===== src/rtl/wb_async_mem_master.sv =====
// Wishbone classic slave to async SRAM-style master; ack T_SETUP+T_STROBE+T_HOLD+1 edges after accept.
// One request at a time; a new request is taken only from IDLE, and mem_wait_n_i stretches STROBE up to TIMEOUT cycles.
module wb_async_mem_master #(
  parameter int AW       = 32,
  parameter int DW       = 32,
  parameter int T_SETUP  = 1,
  parameter int T_STROBE = 3,
  parameter int T_HOLD   = 1,
  parameter int TIMEOUT  = 255
) (
  input  logic          wb_clk_i,
  input  logic          wb_rst_n_i,
  input  logic          wb_cyc_i,
  input  logic          wb_stb_i,
  input  logic          wb_we_i,
  input  logic [AW-1:0] wb_adr_i,
  input  logic [DW-1:0] wb_dat_i,
  input  logic [3:0]    wb_sel_i,
  output logic [DW-1:0] wb_dat_o,
  output logic          wb_ack_o,
  output logic          wb_err_o,
  output logic [AW-1:0] mem_adr_o,
  output logic [DW-1:0] mem_dat_o,
  input  logic [DW-1:0] mem_dat_i,
  output logic          mem_dat_oe_o,
  output logic          mem_ce_n_o,
  output logic          mem_we_n_o,
  output logic          mem_oe_n_o,
  output logic [3:0]    mem_be_n_o,
  input  logic          mem_wait_n_i
);

  typedef enum logic [2:0] {IDLE, SETUP, STROBE, HOLD, DONE} state_t;

  typedef struct packed {
    logic          we;
    logic [AW-1:0] adr;
    logic [DW-1:0] dat;
  } req_t;

  localparam int WCW = (TIMEOUT > 1) ? $clog2(TIMEOUT + 1) : 1;
  localparam logic [3:0]     SETUP_LAST  = 4'(T_SETUP - 1);
  localparam logic [3:0]     STROBE_LAST = 4'(T_STROBE - 1);
  localparam logic [3:0]     HOLD_LAST   = 4'(T_HOLD - 1);
  localparam logic [WCW-1:0] WAIT_MAX    = WCW'(TIMEOUT);
  localparam logic [WCW-1:0] WAIT_ONE    = WCW'(1);

  state_t         state_q, state_d;
  logic [3:0]     cnt_q, cnt_d;
  logic [WCW-1:0] wait_q, wait_d;
  req_t           req_q, req_d;
  logic           abort_q, abort_d;
  logic           tout_q, tout_d;
  logic           ce_n_q, ce_n_d;
  logic           we_n_q, we_n_d;
  logic           oe_n_q, oe_n_d;
  logic [3:0]     be_n_q, be_n_d;
  logic           dat_oe_q, dat_oe_d;
  logic [DW-1:0]  rdat_q, rdat_d;
  logic           ack_q, ack_d;
  logic           err_q, err_d;

  always_comb begin
    state_d  = state_q;
    cnt_d    = cnt_q;
    wait_d   = wait_q;
    req_d    = req_q;
    abort_d  = abort_q;
    tout_d   = tout_q;
    ce_n_d   = ce_n_q;
    we_n_d   = we_n_q;
    oe_n_d   = oe_n_q;
    be_n_d   = be_n_q;
    dat_oe_d = dat_oe_q;
    rdat_d   = rdat_q;
    ack_d    = 1'b0;
    err_d    = 1'b0;

    case (state_q)
      IDLE: begin
        cnt_d   = '0;
        wait_d  = '0;
        abort_d = 1'b0;
        tout_d  = 1'b0;
        if (wb_cyc_i && wb_stb_i) begin
          req_d.we  = wb_we_i;
          req_d.adr = wb_adr_i;
          req_d.dat = wb_dat_i;
          be_n_d    = ~wb_sel_i;
          ce_n_d    = 1'b0;
          dat_oe_d  = wb_we_i;
          state_d   = SETUP;
        end
      end
      SETUP: begin
        if (!wb_cyc_i) abort_d = 1'b1;
        if (cnt_q == SETUP_LAST) begin
          cnt_d   = '0;
          we_n_d  = ~req_q.we;
          oe_n_d  = req_q.we;
          state_d = STROBE;
        end else begin
          cnt_d = cnt_q + 4'd1;
        end
      end
      STROBE: begin
        if (!wb_cyc_i) abort_d = 1'b1;
        // Wait is only honoured once the minimum strobe width has elapsed.
        if (cnt_q != STROBE_LAST) begin
          cnt_d = cnt_q + 4'd1;
        end else if (mem_wait_n_i || (wait_q == WAIT_MAX)) begin
          cnt_d   = '0;
          we_n_d  = 1'b1;
          oe_n_d  = 1'b1;
          state_d = HOLD;
          if (!mem_wait_n_i) tout_d = 1'b1;
          else if (!req_q.we) rdat_d = mem_dat_i;
        end else begin
          wait_d = wait_q + WAIT_ONE;
        end
      end
      HOLD: begin
        if (!wb_cyc_i) abort_d = 1'b1;
        if (cnt_q == HOLD_LAST) begin
          cnt_d    = '0;
          ce_n_d   = 1'b1;
          dat_oe_d = 1'b0;
          be_n_d   = 4'hF;
          state_d  = DONE;
          // A master that walked away mid-cycle gets no termination.
          if (wb_cyc_i && !abort_q) begin
            ack_d = ~tout_q;
            err_d = tout_q;
          end
        end else begin
          cnt_d = cnt_q + 4'd1;
        end
      end
      DONE: begin
        cnt_d   = '0;
        state_d = IDLE;
      end
      default: state_d = IDLE;
    endcase
  end

  always_ff @(posedge wb_clk_i) begin
    if (!wb_rst_n_i) begin
      state_q  <= IDLE;
      cnt_q    <= '0;
      wait_q   <= '0;
      req_q    <= '0;
      abort_q  <= 1'b0;
      tout_q   <= 1'b0;
      ce_n_q   <= 1'b1;
      we_n_q   <= 1'b1;
      oe_n_q   <= 1'b1;
      be_n_q   <= 4'hF;
      dat_oe_q <= 1'b0;
      rdat_q   <= '0;
      ack_q    <= 1'b0;
      err_q    <= 1'b0;
    end else begin
      state_q  <= state_d;
      cnt_q    <= cnt_d;
      wait_q   <= wait_d;
      req_q    <= req_d;
      abort_q  <= abort_d;
      tout_q   <= tout_d;
      ce_n_q   <= ce_n_d;
      we_n_q   <= we_n_d;
      oe_n_q   <= oe_n_d;
      be_n_q   <= be_n_d;
      dat_oe_q <= dat_oe_d;
      rdat_q   <= rdat_d;
      ack_q    <= ack_d;
      err_q    <= err_d;
    end
  end

  assign wb_dat_o     = rdat_q;
  assign wb_ack_o     = ack_q;
  assign wb_err_o     = err_q;
  assign mem_adr_o    = req_q.adr;
  assign mem_dat_o    = req_q.dat;
  assign mem_dat_oe_o = dat_oe_q;
  assign mem_ce_n_o   = ce_n_q;
  assign mem_we_n_o   = we_n_q;
  assign mem_oe_n_o   = oe_n_q;
  assign mem_be_n_o   = be_n_q;

endmodule


===== config.mk =====
export PLATFORM = sky130hd
export DESIGN_NAME = wb_async_mem_master
export DESIGN_NICKNAME = d
export VERILOG_FILES = /design/src/rtl/wb_async_mem_master.sv
export SDC_FILE = /design/constraint.sdc
export NUM_CORES = 1
export LEC_CHECK = 0
export ABC_AREA = 0
export CORE_MARGIN = 2
export CORE_UTILIZATION = 45
export CTS_CLUSTER_DIAMETER = 150
export CTS_CLUSTER_SIZE = 40
export DETAILED_ROUTE_END_ITERATION = 6
export GPL_ROUTABILITY_DRIVEN = 0
export PLACE_DENSITY = 0.85
export SETUP_SLACK_MARGIN = 0.3
export SLEW_MARGIN = 5
export SYNTH_ARGS = -nofsm -noshare
export SYNTH_HDL_FRONTEND = slang
export SYNTH_SLANG_ARGS = --single-unit

===== constraint.sdc =====
create_clock -name wb_clk_i -period 6.06 [get_ports wb_clk_i]
set_input_delay 1.212 -clock wb_clk_i [delete_from_list [all_inputs] [get_ports wb_clk_i]]
set_output_delay 1.212 -clock wb_clk_i [all_outputs]
set_load 0.005 [all_outputs]

==> results by group <==
Status
  – Outcome: finished with violations
  – Failing checks: design-rule violations

Power
  – Maximum vdd drop: 0.171 mV
  – Power per Cell Area: roughly 280 mW/mm^2
  – P_leak: 2.73 nW

Finish
  – Commonest non-fill, non-tap cell in the layout: nand2_1
  – Area Growth Syn to Fin: 43.5%
  – Register area: 0.00248 mm^2
  – Area of the multi-input gates: 0.00224 mm^2
  – Final instance area: 0.00768 mm^2
  – Fill cells: around 910
  – Nets: 888
  – Diodes inserted: 0
  – Most frequent cells in the layout: nand2_1 (216), clkdlybuf4s50_1 (210), dfxtp_1 (124)
  – Finished Layout Cells: ~930
  – Share of cells above drive strength 1: 0.0582

Timing
  – Final hold slack: 0.443 ns
  – RSZ-0062 raised after global routing: no
  – Setup Skew: 0.00541 ns
  – Tightest Pin Transition: ~1.2 ns
  – Max Slew Vio Count: 0
  – Fin. Hold Viols: 0
  – Worst rel slew slack: 0.221
  – Period utilization: 0.470
  – Setup violations, final: 0
  – Final WS setup: 3.21 ns
  – Fmax: 351 MHz
  – TNS Setup: 0 ns
  – Minimum clock period: 2.85 ns

Floorplanning
  – Die X: approximately 110 um
  – Boundary Pins: 212
  – Core Box Area: roughly 0.012 mm^2
  – Die span in y: 113 um
  – Initial Util: 0.465
  – Die area: 0.0128 mm^2
  – FP Rows: 39

Drt
  – Vias: 4695
  – Initial DRC count: 372
  – Number of detailed-route iterations in the first pass: 7
  – Drt drc: 20
  – WL final: 13300 um
  – DRT antenna net count: 0
  – Drt via density: 5.03
  – Routed wire per std cell: between 10 and 15 um

Setup path
  – Worst-path fanout max: 66
  – CP Capture Type: register
  – CP arrival: 3.18 ns
  – Crit path kind: input pin to register
  – Data required, critical path: 6.39 ns
  – Worst setup SP type: input pin

GRT
  – Largest net degree at the start of global routing: 75
  – Initial antenna violation count: 0
  – Via count of the first global-routing pass: 4668
  – First-pass GRT wire length: 21700 um
  – Remaining global-route overflow: 0
  – Total global routing track utilization: 0.210

CTS
  – Htree depth: 4
  – Max clock buf depth: 2
  – Setup bufs post-CTS: 0
  – Skew-Pair Late Insertion Delay: approximately 0.42 ns
  – Post_cts resized: 0
  – # hold bufs at CTS: 0
  – TritonCTS Buffers: 17
  – CTS tree: yes
  – Sink Count: around 120
  – Clk Tree Root Cell: clkbuf_16
  – Worst-path clk slew: 0.05 ns

Placement
  – Placed cell area: 0.00705 mm^2
  – Post-DP HPWL: between 9000 and 10000 um
  – Dpl cells: 901
  – Worst slack at placement: 2.85 ns
  – Port Buffer Count: 211

Logic synthesis
  – Yosys cell types: 43
  – #FFs+latches synth: between 100 and 150
  – Syn_nets: 758
  – Post-synth ARST share: 0
  – Register area share after synthesis: 0.464
  – Synthesized instance count: 647
  – Number of synthesized flops with an enable pin: 0
  – Mapped Area: around 0.0054 mm^2
  – Top_reg_cell synth: dfxtp_1
  – Syn Area/Cell: 8.27 um^2
  – Synthesis Warnings: 0

Min path
  – Tightest Hold Check Type: register to register

Job
  – Max cap viols: 0
## path summary, 6_finish.rpt
path	from	end	slack, ns	cells after the start
min	tout_q	wb_ack_o	0.44	1
min reg2reg	tout_q	wb_ack_o	0.44	1
max reg2reg	cnt_q[0]	wait_q[6]	3.69	7
max	wb_cyc_i	mem_adr_o[4]	3.21	4
## worst max-delay path: stages
cell	delay, ns
clkdlybuf4s50_1	0.55
and3_2	0.98
nand2_1	0.15
a21boi_0	0.24
## through the flow
| stage | power, mW | util |
|---|---|---|
| 2_1_floorplan | 0.993 | - |
| 3_3_place_gp | 1.10 | 0.612 |
| 3_5_place_dp | 1.11 | 0.612 |
| 4_1_cts | 2.18 | 0.667 |
| 5_1_grt | 2.24 | 0.667 |
| 6_report | 2.16 | 0.667 |
## report_power, final
part	internal [mW]	switching [mW]
combinational	0.138	0.0888
clock	0.720	0.352
sequential	0.846	0.0178
## registers in the layout, summed over array words and instances, names as in the netlist
signal / cells
mem_adr_o: 32
mem_dat_o: 32
wb_dat_o: 32
wait_q: 8
cnt_q: 4
mem_be_n_o: 4
state_q: 3
abort_q: 1
mem_ce_n_o: 1
mem_dat_oe_o: 1
mem_oe_n_o: 1
mem_we_n_o: 1
req_q: 1
tout_q: 1
wb_ack_o: 1
wb_err_o: 1
## cells by family after synthesis
| family | Yosys count | share of synthesized area |
|---|---|---|
| adder cells (fa/ha/maj) | 5 | 0.0117 |
| AO/OA/AOI/OAI | 135 | 0.186 |
| multiplexers | 3 | 0.00608 |
| AND/OR/NAND/NOR | 271 | 0.210 |
| buffers and inverters | 108 | 0.121 |
| flip-flops | 124 | 0.464 |
| XOR/XNOR | 1 | 0.00164 |
## cell usage after synthesis, drive strengths merged (5+ instances only)
library cell,count,area share
o211ai,5,0.0070
o21ai,6,0.0056
nand2,216,0.15
buf,65,0.090
nor2,16,0.011
a21oi,5,0.0047
o21a,6,0.0086
inv,5,0.0035
ha,5,0.012
nor2b,7,0.0082
clkbuf,38,0.027
nand3,7,0.0065
a21boi,100,0.14
dfxtp,124,0.46
## area by class of cell
| type | count | area share |
|---|---|---|
| sequential | 124 | 0.323 |
| multi-input combinational | 415 | 0.291 |
| timing repair buffer | 214 | 0.277 |
| clock buffer | 22 | 0.0617 |
| tap | 143 | 0.0233 |
| clock inverter | 10 | 0.0212 |
| inverter | 5 | 0.00244 |
## per-layer routing
layer / track usage / vias up / share of wire
met5: 0 / - / 0
met4: 0.0837 / 0 / 0.018
met3: 0.0745 / 21 / 0.096
met2: 0.364 / 178 / 0.49
met1: 0.234 / 2180 / 0.39
li1: - / 2316 / -
No activity file was read; power rests on OpenSTA's default activity.
